[src/rtl/servo_pwm_sequencer_pkg.sv]
// servo_pkg: shared timing defaults, FSM state type and position clamp helper.
//   DEF_*      default parameter values for servo_pwm_sequencer
//   state_t    sequencer state (IDLE between pulse trains, PULSE while a channel is high)
//   clamp_pos  maps an 8-bit position offset to a pulse width in ticks
package servo_pkg;
    localparam int DEF_NUM_CH          = 4;
    localparam int DEF_TICKS_PER_FRAME = 2000;
    localparam int DEF_MIN_PULSE       = 100;
    localparam int DEF_MAX_PULSE       = 200;
    localparam int DEF_SLEW_STEP       = 2;
    localparam int DEF_CW              = 12;

    typedef enum logic {IDLE, PULSE} state_t;

    function automatic int clamp_pos(input logic [7:0] pos, input int min_p, input int max_p);
        return min_p + ((int'(pos) > max_p - min_p) ? max_p - min_p : int'(pos));
    endfunction
endpackage

[src/rtl/servo_slew_step.sv]
// servo_slew_step: moves a channel width toward its target by at most SLEW_STEP.
//   cur       current width in ticks
//   target    requested width in ticks
//   cur_next  width for the next frame
module servo_slew_step #(
    parameter int CW        = 12,
    parameter int SLEW_STEP = 2
) (
    input  logic [CW-1:0] cur,
    input  logic [CW-1:0] target,
    output logic [CW-1:0] cur_next
);
    logic          up;
    logic [CW-1:0] diff;

    always_comb begin
        up       = target > cur;
        diff     = up ? target - cur : cur - target;
        cur_next = (diff > CW'(SLEW_STEP)) ? (up ? cur + CW'(SLEW_STEP) : cur - CW'(SLEW_STEP)) : target;
    end
endmodule

[src/rtl/servo_pwm_sequencer.sv]
// servo_pwm_sequencer: frame-based multi-channel servo pulse scheduler with slew-limited targets.
//   clock        system clock
//   reset_n      asynchronous active-low reset
//   tick         single-cycle time-base enable
//   wr_valid     position write request
//   wr_ready     write accept (high whenever out of reset)
//   wr_ch        target channel; indices >= NUM_CH are accepted and dropped
//   wr_pos       position offset above MIN_PULSE, clamped to the pulse range
//   servo_out    one PWM line per channel, pulses fired back-to-back each frame
//   frame_start  one-clock pulse on each frame boundary
//   busy         high while a channel pulse is in progress
module servo_pwm_sequencer
    import servo_pkg::*;
#(
    parameter int NUM_CH          = DEF_NUM_CH,
    parameter int TICKS_PER_FRAME = DEF_TICKS_PER_FRAME,
    parameter int MIN_PULSE       = DEF_MIN_PULSE,
    parameter int MAX_PULSE       = DEF_MAX_PULSE,
    parameter int SLEW_STEP       = DEF_SLEW_STEP,
    parameter int CW              = DEF_CW
) (
    input  logic              clock,
    input  logic              reset_n,
    input  logic              tick,
    input  logic              wr_valid,
    output logic              wr_ready,
    input  logic [2:0]        wr_ch,
    input  logic [7:0]        wr_pos,
    output logic [NUM_CH-1:0] servo_out,
    output logic              frame_start,
    output logic              busy
);
    localparam int            IW  = $clog2(NUM_CH);
    localparam logic [CW-1:0] MID = CW'((MIN_PULSE + MAX_PULSE) / 2);
    localparam logic [CW-1:0] TOP = CW'(TICKS_PER_FRAME - 1);

    if (NUM_CH * MAX_PULSE >= TICKS_PER_FRAME || MIN_PULSE > MAX_PULSE || MIN_PULSE < 1 ||
        SLEW_STEP < 1 || NUM_CH < 2 || NUM_CH > 8 || (64'd1 << CW) <= 64'(TICKS_PER_FRAME)) begin : g_bad_params
        $error("servo_pwm_sequencer: illegal parameter combination");
    end

    state_t        state;
    logic [IW-1:0] ch_idx;
    logic [CW-1:0] pulse_cnt;
    logic [CW-1:0] frame_cnt;
    logic [CW-1:0] target   [NUM_CH];
    logic [CW-1:0] cur      [NUM_CH];
    logic [CW-1:0] cur_next [NUM_CH];
    logic          frame_edge;

    assign frame_edge = tick && frame_cnt == TOP;

    for (genvar g = 0; g < NUM_CH; g++) begin : g_ch
        servo_slew_step #(.CW(CW), .SLEW_STEP(SLEW_STEP)) u_slew (
            .cur      (cur[g]),
            .target   (target[g]),
            .cur_next (cur_next[g])
        );
    end

    // Targets written on a frame edge land after the slew sample, so they apply next frame.
    always_ff @(posedge clock or negedge reset_n) begin
        if (!reset_n) begin
            for (int k = 0; k < NUM_CH; k++) begin
                target[k] <= MID;
                cur[k]    <= MID;
            end
        end else begin
            for (int k = 0; k < NUM_CH; k++) begin
                if (wr_valid && wr_ready && wr_ch == 3'(k))
                    target[k] <= CW'(clamp_pos(wr_pos, MIN_PULSE, MAX_PULSE));
                if (frame_edge)
                    cur[k] <= cur_next[k];
            end
        end
    end

    // The active width is read from cur[], which only changes on frame edges (while IDLE).
    always_ff @(posedge clock or negedge reset_n) begin
        if (!reset_n) begin
            state       <= IDLE;
            ch_idx      <= '0;
            pulse_cnt   <= '0;
            frame_cnt   <= TOP;
            servo_out   <= '0;
            frame_start <= 1'b0;
            busy        <= 1'b0;
            wr_ready    <= 1'b0;
        end else begin
            wr_ready    <= 1'b1;
            frame_start <= frame_edge;
            if (tick)
                frame_cnt <= (frame_cnt == TOP) ? '0 : frame_cnt + CW'(1);
            case (state)
                IDLE: if (frame_edge) begin
                    state     <= PULSE;
                    ch_idx    <= '0;
                    pulse_cnt <= '0;
                    servo_out <= NUM_CH'(1);
                    busy      <= 1'b1;
                end
                PULSE: if (tick) begin
                    if (pulse_cnt + CW'(1) == cur[ch_idx]) begin
                        pulse_cnt <= '0;
                        if (ch_idx != IW'(NUM_CH - 1)) begin
                            ch_idx    <= ch_idx + IW'(1);
                            servo_out <= servo_out << 1;
                        end else begin
                            state     <= IDLE;
                            servo_out <= '0;
                            busy      <= 1'b0;
                        end
                    end else begin
                        pulse_cnt <= pulse_cnt + CW'(1);
                    end
                end
                default: state <= IDLE;
            endcase
        end
    end

    a_edge_in_idle: assert property (@(posedge clock) disable iff (!reset_n) frame_edge |-> state == IDLE);
endmodule

[config.mk]
export PLATFORM = sky130hd
export DESIGN_NAME = servo_pwm_sequencer
export DESIGN_NICKNAME = d
export VERILOG_FILES = /design/src/rtl/servo_pwm_sequencer_pkg.sv /design/src/rtl/servo_slew_step.sv /design/src/rtl/servo_pwm_sequencer.sv
export SDC_FILE = /design/constraint.sdc
export NUM_CORES = 1
export LEC_CHECK = 0
export CAP_MARGIN = 0
export CORE_MARGIN = 2
export CORE_UTILIZATION = 55
export DETAILED_ROUTE_END_ITERATION = 7
export DONT_BUFFER_PORTS = 1
export PLACE_DENSITY = 0.7
export RECOVER_POWER = 100
export SLEW_MARGIN = 20
export SYNTH_ARGS = -nofsm -noshare
export SYNTH_HDL_FRONTEND = slang
export SYNTH_HIERARCHICAL = 1
export SYNTH_SLANG_ARGS = --single-unit
export TNS_END_PERCENT = 100
[constraint.sdc]
create_clock -name clock -period 4.55 [get_ports clock]
set_clock_uncertainty 0.15 [all_clocks]
set_input_delay 0.455 -clock clock [delete_from_list [all_inputs] [get_ports clock]]
set_output_delay 0.455 -clock clock [all_outputs]
set_load 0.02 [all_outputs]
==> qor.tcl, run 1 <==
set qor(internal_portion_of_total_power_w) 0.002824
set qor(detailedRoute.firstPassIterationCount) 5
set qor(finalWorstPathRequiredPeriod_ns) 4.353
set qor(sw_frac_of_total_pct) 36.21
set qor(finalHoldViolCount) 0
set qor(clock.fmax_ghz) 0.2297
set qor(synth_seq_cells) 118
set qor(route.final.wire_length_um) 35830
set qor(netlist_area_um2) 13440
set qor(die_w_um) 160.3
set qor(post-route-drc-count) 0
set qor(layout-drive-gt1-share_pct) 12.14
set qor(category_of_the_most_critical_setup_path) {reg -> reg}
set qor(design.die.area_um2) 25700
set qor(tightest_slew_ns) 3.013
set qor(coreArea_um2) 24180
set qor(critical_path_at_ns) 4.51
set qor(final_net_count) 1834
set qor(antenna-diode-count) 0
set qor(maxSlewHeadroom_pct) -100.8
set qor(rsz_0062_raised_after_global_routing) {true}
set qor(cts_htree_levels) 4
set qor(via_count_of_the_first_global_routing_pass) 11490
set qor(pwr-share-clk_pct) 32.9
set qor(routabilityCongestion) 0.9280
set qor(post-synth-top-area-fraction_pct) 14.34
set qor(placement.setup.worst_slack_ns) 0.2303
set qor(row_count) 57
set qor(max-clock-path-buffers) 2
set qor(clkLatencyLatePin_ns) 0.42
set qor(cts.sinks) 118
set qor(grt-ovfl-total) 0
set qor(clk_transition_reported_paths_ns) 0.06
set qor(setup_ws_ns) 0.1970
set qor(synth_top_flop_cell) {sky130_fd_sc_hd__dfrtp_1}
set qor(critical_path.startpoint_type) {flip-flop}
set qor(power.sequential.fraction_pct) 27.9
set qor(max-vdd-ir-drop_v) 0.0002511
set qor(max_cap_violations) 1
set qor(final-setup-viol-count) 0
set qor(layout_common_cells) {262 x sky130_fd_sc_hd__nand2_1, 148 x sky130_fd_sc_hd__inv_1, 132 x sky130_fd_sc_hd__ha_1}
set qor(dieHeight_um) 160.3
set qor(vias_per_cell) 6.010
set qor(violations) {capacitance limit, slew limit}
set qor(clock_tree_from_tritoncts) {built}
set qor(cts_made_buffers) 17
set qor(run_status) {finished with violations}
set qor(post_synth.cell_area_avg_um2) 8.180
set qor(cellPowerDensity_nw_per_um2) 304.8
set qor(vias) 12090
set qor(most_frequent_standard_cell_in_the_layout_excluding_fill_and_tap_cells) {sky130_fd_sc_hd__nand2_1}
set qor(crit_required_ns) 4.71
set qor(endpoint_kind) {flip-flop}
set qor(final_util_pct) 60.07
set qor(synth_edf_count) 0
set qor(detail-route-antenna-nets) 0
set qor(floorplan.io_pins) 22
set qor(fin_crit_sh_pct) 95.67
set qor(finish.instance_area_um2) 14520
set qor(synth_area_leader_cell) {sky130_fd_sc_hd__dfrtp_1}
set qor(synthDistinctLibCells) 105
set qor(antenna_violations_before_repair) 0
set qor(min_path_type) {in -> reg}
set qor(total_power_w) 0.004427
set qor(detailed_router_s_first_iteration_violation_count) 1093
set qor(grt_first_pass_wirelength_um) 58770
set qor(detailedPlacementHpwl_um) 27010
set qor(routed_wire_length_per_instance_um) 17.81
set qor(synth.top_cells.by_area) {sky130_fd_sc_hd__dfrtp_1 14%, sky130_fd_sc_hd__ha_1 12%, sky130_fd_sc_hd__dfstp_2 8.0%}
set qor(drv_slew) 119
set qor(start_util_pct) 55.59
set qor(pwr-share-comb_pct) 39.3
set qor(grt_start_max_net_pins) 119
set qor(globalRouteTotalUtil_pct) 28.04
set qor(place.port_buffers) 0
set qor(synth-async-reset-ratio_pct) 100.0
set qor(area_growth_syn_to_layout_pct) 8.063
set qor(timing.critical_path.fanout_max) 8
set qor(yosysSeqAreaShare_pct) 22.35
set qor(yosysWarnings) 6
set qor(syn-instance-count) 1643
set qor(placed_area_um2) 13870
set qor(power_leakage_nw) 6.425
set qor(netSwitchingPower_w) 0.001603
set qor(root_buffer) {sky130_fd_sc_hd__clkbuf_16}
-- critical path, cell delays in order (launching register included) --
cell	delay (ns)
sky130_fd_sc_hd__dfstp_2	0.60
sky130_fd_sc_hd__inv_1	0.13
sky130_fd_sc_hd__fa_1	0.47
sky130_fd_sc_hd__a211oi_2	0.32
sky130_fd_sc_hd__o211ai_1	0.19
sky130_fd_sc_hd__nand3_1	0.14
sky130_fd_sc_hd__a21oi_2	0.07
sky130_fd_sc_hd__inv_1	0.10
sky130_fd_sc_hd__buf_4	0.16
sky130_fd_sc_hd__ha_1	0.27
sky130_fd_sc_hd__nor2b_1	0.15
sky130_fd_sc_hd__o21ai_0	0.20
sky130_fd_sc_hd__a21boi_0	0.12
sky130_fd_sc_hd__o21ai_0	0.27
sky130_fd_sc_hd__a21oi_1	0.16
sky130_fd_sc_hd__a31oi_1	0.23
sky130_fd_sc_hd__xnor2_1	0.09
sky130_fd_sc_hd__mux2_1	0.29
sky130_fd_sc_hd__nand2_1	0.08
sky130_fd_sc_hd__nand2_1	0.07
-- layer usage --
| layer | global-route usage [%] | share of wire [%] | vias up |
|---|---|---|---|
| li1 | - | - | 5905 |
| met1 | 38.85 | 47 | 5814 |
| met2 | 47.01 | 47 | 337 |
| met3 | 3.409 | 4.6 | 36 |
| met4 | 6.798 | 1.5 | 0 |
| met5 | 0 | 0 | - |
-- power groups by stage --
stage          registers (W)  clock network [W]  logic [W]
2_1_floorplan        0.00122                  0    0.00135
3_3_place_gp         0.00124                  0    0.00163
3_5_place_dp         0.00125                  0    0.00166
4_1_cts              0.00123            0.00148    0.00170
5_1_grt              0.00124            0.00153    0.00191
6_report             0.00123            0.00145    0.00174
-- flip-flops by register name, summed over array words and instances (netlist names) --
signal,count
busy,1
ch_idx,2
cur,48
frame_cnt,12
frame_start,1
pulse_cnt,12
servo_out,4
state,1
target,36
wr_ready,1
-- cell type report --
class                           instances  area, um^2
Clock buffer                           20       456.7
Multi-Input combinational cell       1327        9464
Clock inverter                         12       176.4
Tap cell                              324       405.4
Fill cell                            2143        9654
Inverter                              149       559.3
Sequential cell                       118        3004
Timing Repair Buffer                   62       456.7
-- timing repair --
item / CTS / global route
endpoints found under the setup margin: 0 / 5
endpoints found under the hold margin: 121 / 0
buffers inserted: 0 / 1
hold buffers: 3 / 0
resized for setup: 0 / 5
-- worst paths after layout --
kind	start	end	slack, ns	cells after the start
setup / recovery	cur[37]	cur[47]	0.20	19
hold / removal	tick	frame_cnt[3]	0.07	2
setup reg to reg	cur[37]	cur[47]	0.20	19
hold reg to reg	cur[19]	cur[19]	0.34	2
max in group asynchronous	reset_n	target[29]	1.06	2
min in group asynchronous	reset_n	cur[45]	1.32	2
-- through the flow --
stage	hold slack [ns]	TNS, ns	std cells
finish	0.06717	0	2012
global route	0.08023	-0.01842	2012
CTS	0.04547	0	2011
detailed placement	0.01597	0	1976
global placement	0.01643	0	1976
floorplan	0.009409	0	1667
-- synthesized netlist by cell type, types with 9 or more instances --
cell type	count
sky130_fd_sc_hd__nand4_1	24
sky130_fd_sc_hd__fa_1	12
sky130_fd_sc_hd__ha_1	132
sky130_fd_sc_hd__and2_1	14
sky130_fd_sc_hd__nor4_1	14
sky130_fd_sc_hd__buf_6	11
sky130_fd_sc_hd__dfstp_2	41
sky130_fd_sc_hd__xnor2_1	41
sky130_fd_sc_hd__a21o_1	28
sky130_fd_sc_hd__nor3b_1	11
sky130_fd_sc_hd__xor2_1	41
sky130_fd_sc_hd__clkbuf_1	26
sky130_fd_sc_hd__o21bai_1	12
sky130_fd_sc_hd__o211ai_1	12
sky130_fd_sc_hd__a31oi_1	17
sky130_fd_sc_hd__a211oi_1	10
sky130_fd_sc_hd__nand2_1	263
sky130_fd_sc_hd__o21ai_0	84
sky130_fd_sc_hd__nand3_1	30
sky130_fd_sc_hd__dfrtp_1	77
sky130_fd_sc_hd__nor2b_1	23
sky130_fd_sc_hd__mux4_2	13
sky130_fd_sc_hd__a22o_1	13
sky130_fd_sc_hd__inv_1	148
sky130_fd_sc_hd__buf_4	9
sky130_fd_sc_hd__o21a_1	12
sky130_fd_sc_hd__a2111oi_0	9
sky130_fd_sc_hd__mux2i_1	57
sky130_fd_sc_hd__a21oi_1	87
sky130_fd_sc_hd__a221oi_1	9
sky130_fd_sc_hd__nor3_1	35
sky130_fd_sc_hd__nor2_1	81
sky130_fd_sc_hd__buf_2	15
-- kinds of logic (layout without fill, tap and decap cells) --
| kind of cell | count (synthesis) | after routing | share of synthesized area [%] |
|---|---|---|---|
| compound gates | 414 | 414 | 21.55 |
| simple gates | 579 | 579 | 21.03 |
| other cells | 2 | 26 | 0.05588 |
| xor+xnor | 85 | 85 | 5.856 |
| flops | 118 | 118 | 22.35 |
| mux | 79 | 79 | 7.178 |
| fa+ha+maj | 144 | 144 | 14.08 |
| buf+inv | 222 | 243 | 7.895 |
Note: power is estimated with default switching activity, not from simulation.
==> run 2, diff against run 1 <==
--- a/config.mk
+++ b/config.mk
@@ -10,11 +10,11 @@
 export CORE_UTILIZATION = 55
 export DETAILED_ROUTE_END_ITERATION = 7
 export DONT_BUFFER_PORTS = 1
+export GPL_TIMING_DRIVEN = 0
 export PLACE_DENSITY = 0.7
 export RECOVER_POWER = 100
 export SLEW_MARGIN = 20
 export SYNTH_ARGS = -nofsm -noshare
 export SYNTH_HDL_FRONTEND = slang
-export SYNTH_HIERARCHICAL = 1
 export SYNTH_SLANG_ARGS = --single-unit
 export TNS_END_PERCENT = 100
==> qor.tcl, run 2 <==
set qor(place.port_buffers) 0
set qor(post-route-drc-count) 0
set qor(vias) 10710
set qor(post_synth.cell_area_avg_um2) 8.460
set qor(worst_path_largest_cell_delay_ns) 0.62
set qor(worstRegToRegCells) 16
set qor(grt-ovfl-total) 0
set qor(synth_area_leader_cell) {sky130_fd_sc_hd__dfrtp_1}
set qor(routing_layer_with_the_top_usage_in_global_route) {met2}
set qor(synth_nets) 1525
set qor(design.die.area_um2) 22500
set qor(vias_per_cell) 6.296
set qor(registers.top_by_ff_count) {cur}
set qor(route.final.wire_length_um) 32930
set qor(yosysWarnings) 0
set qor(rsz_0062_raised_after_global_routing) {true}
set qor(antenna-diode-count) 0
set qor(routabilityCongestion) 0.9240
set qor(antenna_violations_before_repair) 0
set qor(post-synth-top-area-fraction_pct) 16.43
set qor(cts.sinks) 118
set qor(area_growth_syn_to_layout_pct) 8.931
set qor(worstSetupStartpoint) {cur[25]}
set qor(detail-route-antenna-nets) 0
set qor(globalRouteTotalUtil_pct) 29.92
set qor(max-clock-path-buffers) 2
set qor(max_cap_violations) 1
set qor(placed_area_um2) 12070
set qor(floorplan.io_pins) 22
set qor(die_w_um) 150.0
set qor(cp_cell_sequence) {inv_2 -> fa_1 -> a21o_1 -> a2111oi_4 -> o21ai_0 -> and2_2 -> inv_2 -> ha_1 -> a21o_1 -> a21oi_1 -> o21ai_0 -> or4_1 -> o311ai_1 -> o21ai_1 -> xnor2_1 -> o31ai_1}
set qor(grt_start_max_net_pins) 119
set qor(netlist_area_um2) 11730
set qor(detailedRoute.firstPassIterationCount) 6
set qor(final-setup-viol-count) 0
set qor(cellPowerDensity_nw_per_um2) 314.5
set qor(worstSetupEndpoint) {cur[34]}
set qor(synth_edf_count) 0
set qor(fin_crit_sh_pct) 95.32
set qor(cts_htree_levels) 4
set qor(routed_wire_length_per_instance_um) 19.36
set qor(synth-async-reset-ratio_pct) 100.0
set qor(timing.hold.worst.start) {wr_pos[0]}
set qor(synth_top_flop_cell) {sky130_fd_sc_hd__dfrtp_1}
set qor(finalHoldViolCount) 0
set qor(crit_required_ns) 4.72
set qor(synth.top_cells.by_area) {sky130_fd_sc_hd__dfrtp_1 16%, sky130_fd_sc_hd__ha_1 12%, sky130_fd_sc_hd__dfstp_2 9.2%}
set qor(syn-instance-count) 1386
set qor(r2r_start) {cur[25]}
set qor(category_of_the_most_critical_setup_path) {reg -> reg}
set qor(reg2reg_setup_slack_ns) 0.21
set qor(finish.instance_area_um2) 12770
set qor(largestRegisters) {cur: 48 flops, target: 36 flops}
set qor(clkLatencyLatePin_ns) 0.43
set qor(dieHeight_um) 150.0
set qor(grt_first_pass_wirelength_um) 53070
set qor(root_buffer) {sky130_fd_sc_hd__clkbuf_16}
set qor(crit_slowest_cell) {sky130_fd_sc_hd__dfstp_2}
set qor(endpoint_kind) {flip-flop}
set qor(timing.critical_path.fanout_max) 6
set qor(largest_register_ffs) 48
set qor(tightest_slew_ns) 2.972
set qor(crit-reg2reg-capture) {cur[34]}
set qor(max-vdd-ir-drop_v) 0.0002523
set qor(power_leakage_nw) 5.442
set qor(drv_slew) 119
set qor(grtUsageMet2_pct) 50.16
set qor(maxSlewHeadroom_pct) -98.13
set qor(coreArea_um2) 20960
set qor(row_count) 53
set qor(detailed_router_s_first_iteration_violation_count) 749
set qor(run_status) {finished with violations}
set qor(synthDistinctLibCells) 97
set qor(grt_use_met3_pct) 4.695
set qor(detailedPlacementHpwl_um) 24850
set qor(critical_path_at_ns) 4.51
set qor(min_path_type) {in -> reg}
set qor(ys_top_cells_by_count) {119 x sky130_fd_sc_hd__inv_1, 117 x sky130_fd_sc_hd__nand2_1, 112 x sky130_fd_sc_hd__ha_1, 112 x sky130_fd_sc_hd__o21ai_0, 83 x sky130_fd_sc_hd__nor2_1}
set qor(setup_tns_ns) 0
set qor(critical_path.startpoint_type) {flip-flop}
set qor(finalWorstPathRequiredPeriod_ns) 4.337
set qor(layout_common_cells) {119 x sky130_fd_sc_hd__nand2_1, 115 x sky130_fd_sc_hd__inv_1, 111 x sky130_fd_sc_hd__ha_1}
set qor(final_net_count) 1552
set qor(start_util_pct) 55.96
set qor(layout-drive-gt1-share_pct) 12.20
set qor(clock.fmax_ghz) 0.2306
set qor(synth_seq_cells) 118
set qor(most_frequent_standard_cell_in_the_layout_excluding_fill_and_tap_cells) {sky130_fd_sc_hd__nand2_1}
set qor(clk_transition_reported_paths_ns) 0.06
set qor(most_frequent_cell_after_synthesis) {sky130_fd_sc_hd__inv_1}
set qor(clock_tree_from_tritoncts) {built}
set qor(cts_made_buffers) 17
set qor(violations) {capacitance limit, slew limit}
set qor(via_count_of_the_first_global_routing_pass) 10280
set qor(yosysSeqAreaShare_pct) 25.62
set qor(gr-usage-met1_pct) 39.59
## run 2: critical path, delay by kind of cell, from the launching register on
kind	cells	cell delay (ns)
AOI/OAI and AO/OA	9	1.71
xor gates and xnor gates	1	0.15
adders and majority gates	2	0.71
buffers and inverters	2	0.21
DFF	1	0.62
and+or+nand+nor	2	0.68
## run 2: layout make-up
class,instances,area (um^2)
buffer,60,355.3
clock buffer,23,457.9
clock inverter,9,128.9
fill,1921,8182
inverter,120,452.9
multi-input combinational,1087,7960
sequential,118,3004
tap,275,344.1
timing repair buffer,9,70.07
## run 2: report_power, final
group          leakage, nW  internal, W  switching, W
combinational         3.76     0.000567      0.000812
clock                0.281     0.000871      0.000479
sequential            1.40      0.00117      0.000114
total                 5.44      0.00261       0.00140
## run 2: how the worst min path moves through the flow
| stage | depth (start not counted) | endpoint |
|---|---|---|
| 2_1_floorplan | 0 | busy |
| 3_3_place_gp | 0 | cur[45] |
| 3_5_place_dp | 0 | pulse_cnt[6] |
| 4_1_cts | 2 | target[0] |
| 5_1_grt | 2 | target[0] |
| 6_report | 2 | target[0] |
## run 2: stage by stage
step	power (W)	instances	setup WS [ns]	util, %	hold WS, ns
global route	0.004245	1701	-0.01999	60.96	0.07595
detailed placement	0.002610	1661	-0.4948	57.60	0.01585
finish	0.004018	1701	0.2128	60.96	0.04473
floorplan	0.002308	1386	0.2642	-	0.009409
global placement	0.002582	1661	-0.4623	57.60	0.01510
CTS	0.004008	1698	0.008237	60.91	0.04132
## run 2: logic make-up (layout without fill, tap and decap cells)
| group | after synthesis | after routing | synth area share [%] |
|---|---|---|---|
| AOI/OAI and AO/OA | 422 | 422 | 24.01 |
| and+or+nand+nor | 419 | 419 | 18.24 |
| buffers and inverters | 181 | 221 | 6.936 |
| adders and majority gates | 124 | 124 | 14.00 |
| DFF | 118 | 118 | 25.62 |
| xor gates and xnor gates | 70 | 70 | 5.346 |
| muxes | 51 | 51 | 5.826 |
| other | 1 | 1 | 0.03198 |
## run 2: what timing repair did
item | 4_1_cts | 5_1_grt
setup endpoints to repair | 10 | 13
hold endpoints to repair | 119 | 0
hold buffers | 3 | 0
resized for setup | 9 | 16
pin swaps | 1 | 3
buffers inserted | 3 | 3
## run 2: routing by layer
layer	wire, um	vias to the layer above
met4	918	0
met2	15460	349
met5	0	-
met3	1743	76
met1	14820	5157
li1	-	5128
